$ cat config.mk
export PLATFORM = sky130hd
export DESIGN_NAME = mux_table_loader_flat
export DESIGN_NICKNAME = d
export VERILOG_FILES = /design/src/rtl/mux_table_loader_pkg.sv /design/src/rtl/mux_table_loader_if.sv /design/src/rtl/mux_table_loader_sel_sweep_counter.sv /design/src/rtl/mux_table_loader.sv /design/src/flat_wrapper.sv
export SDC_FILE = /design/constraint.sdc
export NUM_CORES = 2
export LEC_CHECK = 0
export CAP_MARGIN = 20
export CORE_AREA = 2 2 410 412
export CTS_CLUSTER_SIZE = 16
export DETAILED_ROUTE_END_ITERATION = 10
export DIE_AREA = 0 0 412 414
export PLACE_DENSITY_LB_ADDON = 0.12
export SLEW_MARGIN = 0
export SYNTH_ARGS = -nofsm -noshare
export SYNTH_HDL_FRONTEND = slang
export SYNTH_HIERARCHICAL = 1
export SYNTH_SLANG_ARGS = --single-unit
export TNS_END_PERCENT = 5
$ cat constraint.sdc
create_clock -name clk -period 2.3 [get_ports clk]
set_input_delay 0.46 -clock clk [delete_from_list [all_inputs] [get_ports clk]]
set_output_delay 0.46 -clock clk [all_outputs]
set_load 0.1 [all_outputs]
$ cat src/rtl/mux_table_loader_pkg.sv
// Shared geometry and state encoding for the mux table loader and its sweep counter.
// The slot count is tied to the select width so every select value addresses a real slot.
package mux_table_pkg;

    localparam int SLOT_W    = 4;
    localparam int SEL_W     = 8;
    localparam int NUM_SLOTS = 1 << SEL_W;
    localparam int TABLE_W   = SLOT_W * NUM_SLOTS;

    // fill_count is one bit wider than a slot index so it can hold NUM_SLOTS itself
    localparam logic [SEL_W:0] FILL_MAX  = (SEL_W + 1)'(NUM_SLOTS);
    localparam logic [SEL_W:0] LAST_FILL = (SEL_W + 1)'(NUM_SLOTS - 1);

    typedef enum logic {
        FILL = 1'b0,
        SCAN = 1'b1
    } loader_state_t;

endpackage

$ cat src/rtl/mux_table_loader_if.sv
// Feeder-side stream plus the two mux inputs (din, sel) and loader status.
// master drives the nibble stream and clear; slave is the loader.
interface mux_table_loader_if;

    logic                                  in_valid;
    logic [mux_table_pkg::SLOT_W-1:0]      in_data;
    logic                                  in_ready;
    logic                                  clear;
    logic [mux_table_pkg::TABLE_W-1:0]     din;
    logic [mux_table_pkg::SEL_W-1:0]       sel;
    logic                                  sel_valid;
    logic                                  table_full;
    logic [mux_table_pkg::SEL_W:0]         fill_count;

    modport master (
        output in_valid, in_data, clear,
        input  in_ready, din, sel, sel_valid, table_full, fill_count
    );

    modport slave (
        input  in_valid, in_data, clear,
        output in_ready, din, sel, sel_valid, table_full, fill_count
    );

endinterface

$ cat src/rtl/mux_table_loader_sel_sweep_counter.sv
// sel_sweep_counter: wrapping slot-index sweep for the downstream mux select.
// Latency: first enabled edge raises sel_valid with sel = 0; each later enabled edge steps sel by one.
// Backpressure: none; enable gates the sweep, clr or reset returns it to idle.
module sel_sweep_counter
    import mux_table_pkg::*;
(
    input  logic             clk,
    input  logic             resetn,
    input  logic             en,
    input  logic             clr,
    output logic [SEL_W-1:0] sel,
    output logic             sel_valid
);

    always_ff @(posedge clk) begin
        if (!resetn || clr) begin
            sel       <= '0;
            sel_valid <= 1'b0;
        end else if (en) begin
            // the enabling edge only arms the sweep so slot 0 gets a full cycle
            if (sel_valid) begin
                sel <= sel + SEL_W'(1);
            end
            sel_valid <= 1'b1;
        end
    end

endmodule

$ cat src/rtl/mux_table_loader.sv
// mux_table_loader: packs the nibble stream into the 256-slot din table, then sweeps sel over it (MUX_TABLE_LOADER_OVERWRITE_EN keeps writes open while sweeping).
// Latency: a write lands on din, fill_count and table_full one cycle after its accept; sel = 0 appears the cycle after the last fill.
// Backpressure: in_ready is low in SCAN (unless overwrite is built in), while resetn is low and while clear is high.
module mux_table_loader
    import mux_table_pkg::*;
(
    input  logic              clk,
    input  logic              resetn,
    mux_table_loader_if.slave bus
);

    loader_state_t      state;
    logic [SEL_W-1:0]   wr_ptr;
    logic [SEL_W:0]     fill_count;
    logic [TABLE_W-1:0] din;
    logic [SEL_W-1:0]   sel;
    logic               sel_valid;

    logic scan_open;
    logic in_ready;
    logic accept;
    logic fill_done;
    logic sweep_en;

`ifdef MUX_TABLE_LOADER_OVERWRITE_EN
    assign scan_open = 1'b1;
`else
    assign scan_open = 1'b0;
`endif

    // ready is a function of state and the restart inputs only, never of in_valid
    assign in_ready  = resetn & ~bus.clear & ((state == FILL) | scan_open);
    assign accept    = bus.in_valid & in_ready;
    assign fill_done = accept & (state == FILL) & (fill_count == LAST_FILL);
    assign sweep_en  = fill_done | (state == SCAN);

    always_ff @(posedge clk) begin
        if (!resetn || bus.clear) begin
            state      <= FILL;
            wr_ptr     <= '0;
            fill_count <= '0;
            din        <= '0;
        end else if (accept) begin
            for (int k = 0; k < NUM_SLOTS; k++) begin
                if (wr_ptr == SEL_W'(k)) begin
                    din[k*SLOT_W +: SLOT_W] <= bus.in_data;
                end
            end
            wr_ptr <= wr_ptr + SEL_W'(1);
            // saturates so overwrites during SCAN keep reporting a full table
            if (fill_count != FILL_MAX) begin
                fill_count <= fill_count + (SEL_W + 1)'(1);
            end
            if (fill_done) begin
                state <= SCAN;
            end
        end
    end

    sel_sweep_counter u_sweep (
        .clk       (clk),
        .resetn    (resetn),
        .en        (sweep_en),
        .clr       (bus.clear),
        .sel       (sel),
        .sel_valid (sel_valid)
    );

    assign bus.in_ready   = in_ready;
    assign bus.din        = din;
    assign bus.sel        = sel;
    assign bus.sel_valid  = sel_valid;
    assign bus.table_full = (state == SCAN);
    assign bus.fill_count = fill_count;

endmodule

$ cat src/flat_wrapper.sv
// flat-port wrapper written by rule: the top's interface ports become plain ports
module mux_table_loader_flat import mux_table_pkg::*;
  (clk, resetn, bus_in_valid, bus_in_data, bus_clear, bus_in_ready, bus_din, bus_sel, bus_sel_valid, bus_table_full, bus_fill_count);
  mux_table_loader_if bus_i ();
  input  logic clk;
  input  logic resetn;
  input wire logic [$bits(bus_i.in_valid)-1:0] bus_in_valid;
  input wire logic [$bits(bus_i.in_data)-1:0] bus_in_data;
  input wire logic [$bits(bus_i.clear)-1:0] bus_clear;
  output wire logic [$bits(bus_i.in_ready)-1:0] bus_in_ready;
  output wire logic [$bits(bus_i.din)-1:0] bus_din;
  output wire logic [$bits(bus_i.sel)-1:0] bus_sel;
  output wire logic [$bits(bus_i.sel_valid)-1:0] bus_sel_valid;
  output wire logic [$bits(bus_i.table_full)-1:0] bus_table_full;
  output wire logic [$bits(bus_i.fill_count)-1:0] bus_fill_count;
  assign bus_i.in_valid = bus_in_valid;
  assign bus_i.in_data = bus_in_data;
  assign bus_i.clear = bus_clear;
  assign bus_in_ready = bus_i.in_ready;
  assign bus_din = bus_i.din;
  assign bus_sel = bus_i.sel;
  assign bus_sel_valid = bus_i.sel_valid;
  assign bus_table_full = bus_i.table_full;
  assign bus_fill_count = bus_i.fill_count;
  mux_table_loader u_core (.clk(clk), .resetn(resetn), .bus(bus_i));
endmodule
==> results.cfg <==
[power]
power.net_switching_mw = 9.35
swShare_pct = 23.2
ir_worst_vdd_mv = 0.775
p_total_mw = 40.3
powerDensity_nw_per_um2 = 694
pwr-share-seq_pct = 45.1
pwr-share-clk_pct = 51.4
p_comb_share_pct = 3.4
p_int_mw = 31.0
p_leak_nw = 30.8

[cells_and_area]
syn_to_final_growth_pct = 40.9
final_core_util_pct = 34.9
nets = 5016
fillCellCount = 16900
design_area_um2 = 58100
num_antenna_cells = 0
drive_gt1_share_pct = 34.2

[route]
routedWlPerCell_um = 24.2
viasPerCell = 4.44
dr.pass1.iters = 5
drc_errors = 0
first_iter_violations = 1675
wl_um = 177000
ant_nets = 0
vias = 32400

[synthesis]
synth_nets = 3849
yosysSeqAreaShare_pct = 51.0
synthCells = 3833
synth-edff-count = 0
yosys.cell_types.count = 43
avgSynthCellArea_um2 = 10.8
yosysWarnings = 6
yosys_most_used_dff = dfxtp_1
synth-seq-cells = 1051
mappedNetlistArea_um2 = 41200
synthArstFlopShare_pct = 0

[clock_network]
clk_pin_slew_ps = 60
clk_latency_ps = 780
clockBufferDepth = 3
cts_inserted_buffers = 131
hold_buffers = 0
h-tree-depth = 4
clock_sinks = 1051
cts_root_buf = clkbuf_16
cts_tree = yes
post_cts_buffers = 0

[hold_path]
whs_path_depth = 3
hold_path.class = input port to register

[critical_path]
critPathLaunchType = register
critPathArrivalTime_ps = 1680
path_cells = buf_4
cp_top_family = flip-flops
cp-end-kind = primary output
cpMaxStageDelayCell = dfxtp_1
path_max_fanout = 2
critical_path_class = register to primary output
worstPathRequired_ps = 1840
slowest_delay_ps = 530
reg2reg_depth = 6
worst-path-buf-inv = 1
crit_cells = 1

[die]
initial_utilization_pct = 24.8
core.rowCount = 150
dieWidth_um = 412
fp.dieH_um = 414
io_pins = 1052
die_area_um2 = 171000
coreArea_um2 = 166000

[sta]
max_clock_freq_mhz = 468
rsz0062_at_grt = false
fin_tns_setup_ps = 0
period_needed_ps = 2140
tightest_slew_ps = 779
hold_violations = 0
drv_slew = 0
skew_ps = 25.7
setup_viol = 0
period_share_pct = 92.9
relSlewSlack_pct = 48.0
timing.hold.ws_ps = 118

[grt]
grt_pass1_wl_um = 247000
grt_start_max_net_pins = 67
grtUsageTotal_pct = 19.9
antenna_found_initial = 2
grt-ovfl-total = 0
grt_pass1_vias = 31400

[place]
place_area_um2 = 53900
gp_congestion = 0.770
io_buffer_count = 1051
hpwl_um = 128000

[job]
max_cap_violations = 0

[status]
outcome = complete, no violations
stage by stage:
| step | cells | worst slack (ps) |
|---|---|---|
| 3_3_place_gp | 7071 | -315 |
| 6_report | 7300 | 163 |
| 2_1_floorplan | 3833 | 28.0 |
| 3_5_place_dp | 7071 | -310 |
| 4_1_cts | 7300 | 68.1 |
| 5_1_grt | 7300 | 21.9 |
final cells by class:
cell class / instances / area (µm²) / area share, %
Timing Repair Buffer: 1382 / 11500 / 19.8
Inverter: 6 / 22.5 / 0.0388
Sequential cell: 1051 / 21100 / 36.3
Clock buffer: 190 / 3790 / 6.53
Multi-Input combinational cell: 2428 / 18500 / 31.9
Clock inverter: 39 / 449 / 0.773
Tap cell: 2204 / 2760 / 4.75
power groups by stage:
stage / clock network, mW / registers (mW) / logic (mW)
global placement: 0 / 18.6 / 1.42
detailed placement: 0 / 18.6 / 1.42
floorplan: 0 / 18.6 / 0.686
CTS: 21.5 / 18.2 / 1.42
global route: 22.1 / 18.2 / 1.46
finish: 20.8 / 18.2 / 1.38
flip-flops by register name (all words and copies together) (netlist names):
name / count
u_core/bus.fill_count: 9
u_core/u_sweep/sel_valid: 1
u_core/bus.din: 1024
u_core/bus.table_full: 1
u_core/wr_ptr: 8
u_core/u_sweep/sel: 8
path summary, 6_finish.rpt:
| path | startpoint | endpoint | slack, ps |
|---|---|---|---|
| worst max-delay path | u_core/bus.din[6] | bus_din[6] | 160 |
| worst min-delay path | bus_in_data[3] | u_core/bus.din[1015] | 120 |
| worst max register to register | u_core/wr_ptr[3] | u_core/bus.din[800] | 190 |
| worst min register to register | u_core/u_sweep/sel[7] | u_core/u_sweep/sel[7] | 480 |
cell families (layout without fill, tap and decap cells):
logic type	after synthesis	in the layout	synth area share (%)
AO/OA/AOI/OAI	15	15	0.237
XOR/XNOR	13	13	0.276
adder cells (fa/ha/maj)	8	8	0.243
buffers and inverters	354	1617	4.27
flip-flops	1051	1051	51.0
multiplexers	1028	1028	24.9
AND/OR/NAND/NOR	1364	1364	19.0
cell usage after synthesis, drive strengths merged (5+ instances only):
master / instances / area share, %
clkbuf: 230 / 2.2
dfxtp: 1051 / 51
and4bb: 7 / 0.21
nand2: 14 / 0.13
nor4b: 6 / 0.27
nand3: 6 / 0.073
mux2i: 1028 / 25
and3: 5 / 0.076
buf: 118 / 2.1
nand4: 262 / 8.3
a21oi: 5 / 0.061
ha: 8 / 0.24
nor2: 1044 / 9.5
inv: 6 / 0.055
xor2: 11 / 0.23
worst min-delay path: stages:
cell     delay [ps]
buf_8           160
mux2i_1         150
nor2_1           50
per-layer routing:
| metal | GRT usage [%] | part of all wire [%] | vias up |
|---|---|---|---|
| met5 | 0 | 0 | - |
| met3 | 6.69 | 8.0 | 194 |
| li1 | - | - | 15500 |
| met1 | 23.6 | 41 | 15800 |
| met2 | 33.7 | 48 | 990 |
| met4 | 6.12 | 2.8 | 0 |
cells in the final DEF, fill, tap and decap left out, types with 5 or more instances in the layout:
cell | netlist | routed
a21oi_1 | 5 | 5
and3_1 | 5 | 5
and4bb_2 | 7 | 6
buf_12 | 2 | 85
buf_4 | 36 | 1290
bufinv_16 | 0 | 9
clkbuf_1 | 223 | 34
clkbuf_16 | 0 | 135
clkbuf_8 | 2 | 21
clkinv_2 | 0 | 21
dfxtp_1 | 1051 | 1040
dfxtp_2 | 0 | 5
dfxtp_4 | 0 | 6
inv_1 | 6 | 6
inv_6 | 0 | 6
mux2i_1 | 1028 | 1028
nand2_1 | 14 | 14
nand3_1 | 6 | 6
nand4_1 | 129 | 129
nand4_2 | 23 | 23
nand4_4 | 110 | 110
nor2_1 | 1043 | 1042
xor2_1 | 11 | 11
what timing repair did:
item                                   CTS  global route
gates resized for setup                  2             0
endpoints found under the hold margin    0             0
setup endpoints to repair                2             0
Power figures use the tool's default switching activity.
